## config.mk

```make
export PLATFORM = sky130hd
export DESIGN_NAME = vga_timing_ctrl
export DESIGN_NICKNAME = d
export VERILOG_FILES = /design/src/rtl/vga_timing_ctrl.sv
export SDC_FILE = /design/constraint.sdc
export NUM_CORES = 1
export LEC_CHECK = 0
export CORE_MARGIN = 2
export CORE_UTILIZATION = 24
export DETAILED_ROUTE_END_ITERATION = 8
export HOLD_SLACK_MARGIN = 0.06
export PLACE_DENSITY_LB_ADDON = 0.12
export SETUP_SLACK_MARGIN = 0.4
export SYNTH_ARGS = -nofsm -noshare
export SYNTH_HDL_FRONTEND = slang
export SYNTH_SLANG_ARGS = --single-unit
```

## constraint.sdc

```tcl
create_clock -name iVGA_CLK -period 3.8 [get_ports iVGA_CLK]
set_input_delay 0.95 -clock iVGA_CLK [delete_from_list [all_inputs] [get_ports iVGA_CLK]]
set_output_delay 0.95 -clock iVGA_CLK [all_outputs]
set_load 0.05 [all_outputs]
```

## src/rtl/vga_timing_ctrl.sv

```systemverilog
// Raster timing master for the DE0 VGA path.
// Free-running h/v scan counters drive the X/Y coordinates for the pattern
// generator. Active/sync decode is delayed to line up with the generator's
// registered colour. The colour is saturated to 4 bits and gated by blank
// before it reaches the DAC pins. A one-clock strobe marks the start of
// vertical blanking for the game logic.
module vga_timing_ctrl #(
  parameter int   H_ACTIVE = 640,
  parameter int   H_FP     = 16,
  parameter int   H_SYNC   = 96,
  parameter int   H_BP     = 48,
  parameter int   V_ACTIVE = 480,
  parameter int   V_FP     = 10,
  parameter int   V_SYNC   = 2,
  parameter int   V_BP     = 33,
  parameter logic SYNC_POL = 1'b0,
  parameter int   PIPE_LAT = 1
) (
  input  logic       iVGA_CLK,
  input  logic       iRST_n,
  output logic [9:0] oVGA_X,
  output logic [9:0] oVGA_Y,
  input  logic [9:0] iRed,
  input  logic [9:0] iGreen,
  input  logic [9:0] iBlue,
  output logic [3:0] oVGA_R,
  output logic [3:0] oVGA_G,
  output logic [3:0] oVGA_B,
  output logic       oVGA_HS,
  output logic       oVGA_VS,
  output logic       oBLANK_n,
  output logic       oVBLANK_STB
);

  localparam int H_TOTAL = H_ACTIVE + H_FP + H_SYNC + H_BP;
  localparam int V_TOTAL = V_ACTIVE + V_FP + V_SYNC + V_BP;

  // Decode boundaries sized to the counter width so every compare is 10-bit.
  localparam logic [9:0] H_LAST    = 10'(H_TOTAL - 1);
  localparam logic [9:0] V_LAST    = 10'(V_TOTAL - 1);
  localparam logic [9:0] H_ACT_END = 10'(H_ACTIVE);
  localparam logic [9:0] V_ACT_END = 10'(V_ACTIVE);
  localparam logic [9:0] H_SYN_BEG = 10'(H_ACTIVE + H_FP);
  localparam logic [9:0] H_SYN_END = 10'(H_ACTIVE + H_FP + H_SYNC);
  localparam logic [9:0] V_SYN_BEG = 10'(V_ACTIVE + V_FP);
  localparam logic [9:0] V_SYN_END = 10'(V_ACTIVE + V_FP + V_SYNC);

  logic [9:0] h_cnt, v_cnt;
  logic [9:0] h_nxt, v_nxt;
  logic       h_wrap;
  logic       act_c, hs_c, vs_c;

  // One bit per stage; bit 0 is the newest, bit PIPE_LAT-1 feeds the pins.
  logic [PIPE_LAT-1:0] act_sr, hs_sr, vs_sr;

  // Clamp a 10-bit colour to the 4-bit DAC range rather than wrapping it.
  function automatic logic [3:0] sat4(input logic [9:0] c);
    return (c > 10'd15) ? 4'hf : c[3:0];
  endfunction

  // Next counter position; v advances only on the h wrap so (last,last) -> (0,0).
  always_comb begin
    h_wrap = (h_cnt == H_LAST);
    h_nxt  = h_wrap ? 10'd0 : h_cnt + 10'd1;
    v_nxt  = v_cnt;
    if (h_wrap) begin
      v_nxt = (v_cnt == V_LAST) ? 10'd0 : v_cnt + 10'd1;
    end
  end

  // Scan counter registers.
  always_ff @(posedge iVGA_CLK or negedge iRST_n) begin
    if (!iRST_n) begin
      h_cnt <= 10'd0;
      v_cnt <= 10'd0;
    end else begin
      h_cnt <= h_nxt;
      v_cnt <= v_nxt;
    end
  end

  assign oVGA_X = h_cnt;
  assign oVGA_Y = v_cnt;

  // Active/sync decode of the current counter position (sync as "asserted", not pin level).
  always_comb begin
    act_c = (h_cnt < H_ACT_END) && (v_cnt < V_ACT_END);
    hs_c  = (h_cnt >= H_SYN_BEG) && (h_cnt < H_SYN_END);
    vs_c  = (v_cnt >= V_SYN_BEG) && (v_cnt < V_SYN_END);
  end

  // Delay line matching the pattern generator latency; resets to blank / not-in-sync.
  if (PIPE_LAT == 1) begin : g_pipe_one
    always_ff @(posedge iVGA_CLK or negedge iRST_n) begin
      if (!iRST_n) begin
        act_sr <= '0;
        hs_sr  <= '0;
        vs_sr  <= '0;
      end else begin
        act_sr <= act_c;
        hs_sr  <= hs_c;
        vs_sr  <= vs_c;
      end
    end
  end else begin : g_pipe_multi
    always_ff @(posedge iVGA_CLK or negedge iRST_n) begin
      if (!iRST_n) begin
        act_sr <= '0;
        hs_sr  <= '0;
        vs_sr  <= '0;
      end else begin
        act_sr <= {act_sr[PIPE_LAT-2:0], act_c};
        hs_sr  <= {hs_sr[PIPE_LAT-2:0], hs_c};
        vs_sr  <= {vs_sr[PIPE_LAT-2:0], vs_c};
      end
    end
  end

  // Pin register: colour is sampled on the same edge as the last sync stage so
  // colour, sync and blank for one pixel leave together.
  always_ff @(posedge iVGA_CLK or negedge iRST_n) begin
    if (!iRST_n) begin
      oVGA_R   <= 4'd0;
      oVGA_G   <= 4'd0;
      oVGA_B   <= 4'd0;
      oVGA_HS  <= ~SYNC_POL;
      oVGA_VS  <= ~SYNC_POL;
      oBLANK_n <= 1'b0;
    end else begin
      oVGA_R   <= act_sr[PIPE_LAT-1] ? sat4(iRed)   : 4'd0;
      oVGA_G   <= act_sr[PIPE_LAT-1] ? sat4(iGreen) : 4'd0;
      oVGA_B   <= act_sr[PIPE_LAT-1] ? sat4(iBlue)  : 4'd0;
      oVGA_HS  <= hs_sr[PIPE_LAT-1] ? SYNC_POL : ~SYNC_POL;
      oVGA_VS  <= vs_sr[PIPE_LAT-1] ? SYNC_POL : ~SYNC_POL;
      oBLANK_n <= act_sr[PIPE_LAT-1];
    end
  end

  // Frame strobe: fires on the edge that moves the counters to (0, V_ACTIVE);
  // undelayed so game logic gets the whole blanking interval.
  always_ff @(posedge iVGA_CLK or negedge iRST_n) begin
    if (!iRST_n) begin
      oVBLANK_STB <= 1'b0;
    end else begin
      oVBLANK_STB <= (h_nxt == 10'd0) && (v_nxt == V_ACT_END);
    end
  end

endmodule
```

==> out/metrics.yaml <==
synth_largest_area_cell: "dfrtp_1"
start_util_pct: 24.3
core-area_um2: 8090
slew_headroom_pct: 38.8
ios: 68
status: "completed"
drv_slew: 0
worstPathCellList: "clkdlybuf4s50_1"
synth_top_family_by_area: "simple AND/OR/NAND/NOR gates"
post_cts_buffers: 0
h-tree-depth: 2
synth_cell_types: 44
fmax_mhz: 376
p_clk_share_pct: 38.8
grt_max_degree: 40
setup_violations: 0
root_buffer: "clkbuf_8"
area.growth.synth_to_final_pct: 41.6
row_count: 33
nFillCells: 853
async_reset_ff_share_pct: 100
worst_pin_slew_ns: 0.918
total_power_w: 0.000754
vias_per_cell: 4.56
synth_cells: 190
clk_latency_ns: 0.29
cts_buffers: 5
post-route-util_pct: 34.4
grt_pass1_wl_um: 7970
power_frac_seq_pct: 55.1
pre_cts_slack_ns: 1.42
cts_sinks: 39
hold_buffers: 0
die_height_um: 94.5
fin_skew_ns: 0.00533
cp_num_buf_inv: 1
synthXorXnorAreaFrac_pct: 5.79
end_kind: "output port"
power_leakage_nw: 1.09
crit_type: "reg2out"
finalSetupTns_ns: 0
cp.required_ns: 2.85
syn_nets: 226
path_max_fanout: 9
die_width_um: 94.5
synth_area_um2: 1970
cp-start-kind: "flip-flop"
ys_seq_area_share_pct: 49.7
first_global_vias: 1587
cp.arrival_ns: 1.71
die_area_um2: 8940
cts_buffer_depth: 2
ir_worst_vdd_mv: 0.118
layout_min_cycle_time_ns: 2.66
fin_area_um2: 2790
powerDensity_nw_per_um2: 271
yosys-top-cells-area: "dfrtp_1 (47%), o21a_1 (5.0%), xnor2_1 (4.0%), o21ai_0 (3.1%), nand2_1 (2.9%)"
wirelength_um: 4980
synthMuxAreaShare_pct: 0.573
switching_share_pct: 21.5
place.port_buffers: 67
synth-edff-count: 0
finalHoldViolCount: 0
synth_compound_area_share_pct: 14.4
drtIter0Drc: 60
yosysMostFrequentCell: "dfrtp_1"
yosys.area.top_type_share_pct: 47.1
avgSynthCellArea_um2: 10.4
grt_use_total_pct: 11.3
hpwl_um: 3560
ant_nets: 0
post-route-period-util_pct: 70.1
grt_setup_unrepaired: "false"
cts_resized: 0
drive_gt1_share_pct: 7.48
critPathMaxStageDelay_ns: 0.88
synth_common_cells: "dfrtp_1 (37), nand2_1 (15), nor2_1 (13), o21a_1 (13), o21ai_0 (12)"
routabilityCongestion: 0.769
ys_ff_latch: 39
p_int_w: 0.000591
antenna_found_initial: 0
drc: 0
yosys.area_share.adder_pct: 2.54
crit_path_top_delay_cell: "clkdlybuf4s50_1"
cts_tree: "done"
n_antenna_cell: 0
min_path_type: "reg2reg"
drv_cap: 0
yosys_warnings: 0
avgRoutedWirePerCell_um: 13.9
firstDrtPassIters: 4
p_sw_w: 0.000162
placement.cell_area_um2: 2690
crit_family: "buffers and inverters"
final_nets: 289
power_frac_comb_pct: 6.1
overflow: 0
clk_pin_slew_ns: 0.08
vias: 1636
synth_ff_type: "dfrtp_1"
fin_ws_ns: 1.14
yosys.area_share.simple_pct: 21.4
## registers in the layout, summed over array words and instances, names as in the netlist, 4 cells and up
register,flops
oVGA_X,10
oVGA_Y,10
oVGA_B,4
oVGA_G,4
oVGA_R,4
## metrics by stage
stage               cells  hold WS (ns)
floorplan             190         0.337
global placement      351         0.339
detailed placement    351         0.340
CTS                   359         0.352
global route          359         0.373
finish                359         0.350
## area by class of cell
type / instances / area, um2 / share of cell area, %
tap: 105 / 131 / 4.72
multi-input combinational: 130 / 881 / 31.6
inverter: 10 / 37.5 / 1.35
clock inverter: 1 / 5.00 / 0.180
sequential: 39 / 978 / 35.1
clock buffer: 7 / 86.3 / 3.10
timing repair buffer: 67 / 666 / 23.9
## cells in the final DEF, fill, tap and decap left out, types with 2 or more instances in the layout
master and count:
clkbuf_8 6, ha_1 4, nand3_1 7, nor3_1 6, o21ai_0 12, o21a_1 13, dfrtp_1 37, clkdlybuf4s50_1 66
a21o_1 2, and2_1 2, dfstp_2 2, nand2_1 15, xnor2_1 9, inv_1 10, nand4_1 5, nor2_1 13
a31oi_1 3, nor4b_1 2, nor4_1 4, xor2_1 4, and4_1 2, and3_1 6, a211o_1 2
## power by group through the flow
| stage | Clock, W | Combinational [W] | Sequential (W) |
|---|---|---|---|
| after floorplan | 0 | 0.00000214 | 0.000426 |
| after global placement | 0 | 0.0000465 | 0.000424 |
| after detailed placement | 0 | 0.0000468 | 0.000424 |
| after CTS | 0.000312 | 0.0000470 | 0.000416 |
| after global routing | 0.000329 | 0.0000501 | 0.000416 |
| final | 0.000293 | 0.0000458 | 0.000416 |
## routing by layer
layer / share of wire [%] / vias to the layer above / track usage (%)
met2: 46 / 68 / 17.7
met4: 0.84 / 0 / 2.54
li1: - / 796 / -
met1: 45 / 768 / 15.5
met3: 8.7 / 4 / 3.35
met5: 0 / - / 0
## worst register-to-register path, stage by stage, from the launching register on
cell and delay [ns]:
dfrtp_1 0.45, ha_1 0.25, nand3_1 0.25, nor3_4 0.44, o21ai_0 0.17, a221o_1 0.34, a2111oi_2 0.34
## path summary, 6_finish.rpt
| path | slack, ns | depth (start not counted) | to | start |
|---|---|---|---|---|
| max in group asynchronous | 2.43 | 1 | oVGA_G[0] | iRST_n |
| min | 0.35 | 1 | oVGA_VS | vs_sr |
| max | 1.14 | 1 | oVGA_Y[5] | oVGA_Y[5] |
| min in group asynchronous | 0.80 | 1 | oVGA_G[1] | iRST_n |
| max reg2reg | 1.46 | 6 | oVBLANK_STB | oVGA_X[0] |
| min reg2reg | 0.35 | 1 | oVGA_VS | vs_sr |
## cells by family after synthesis
group	after synthesis
buffers and inverters	21
AND/OR/NAND/NOR	72
flip-flops	39
multiplexers	1
XOR/XNOR	13
adder cells (fa/ha/maj)	4
AO/OA/AOI/OAI	40
(Power assumes the default switching activity.)
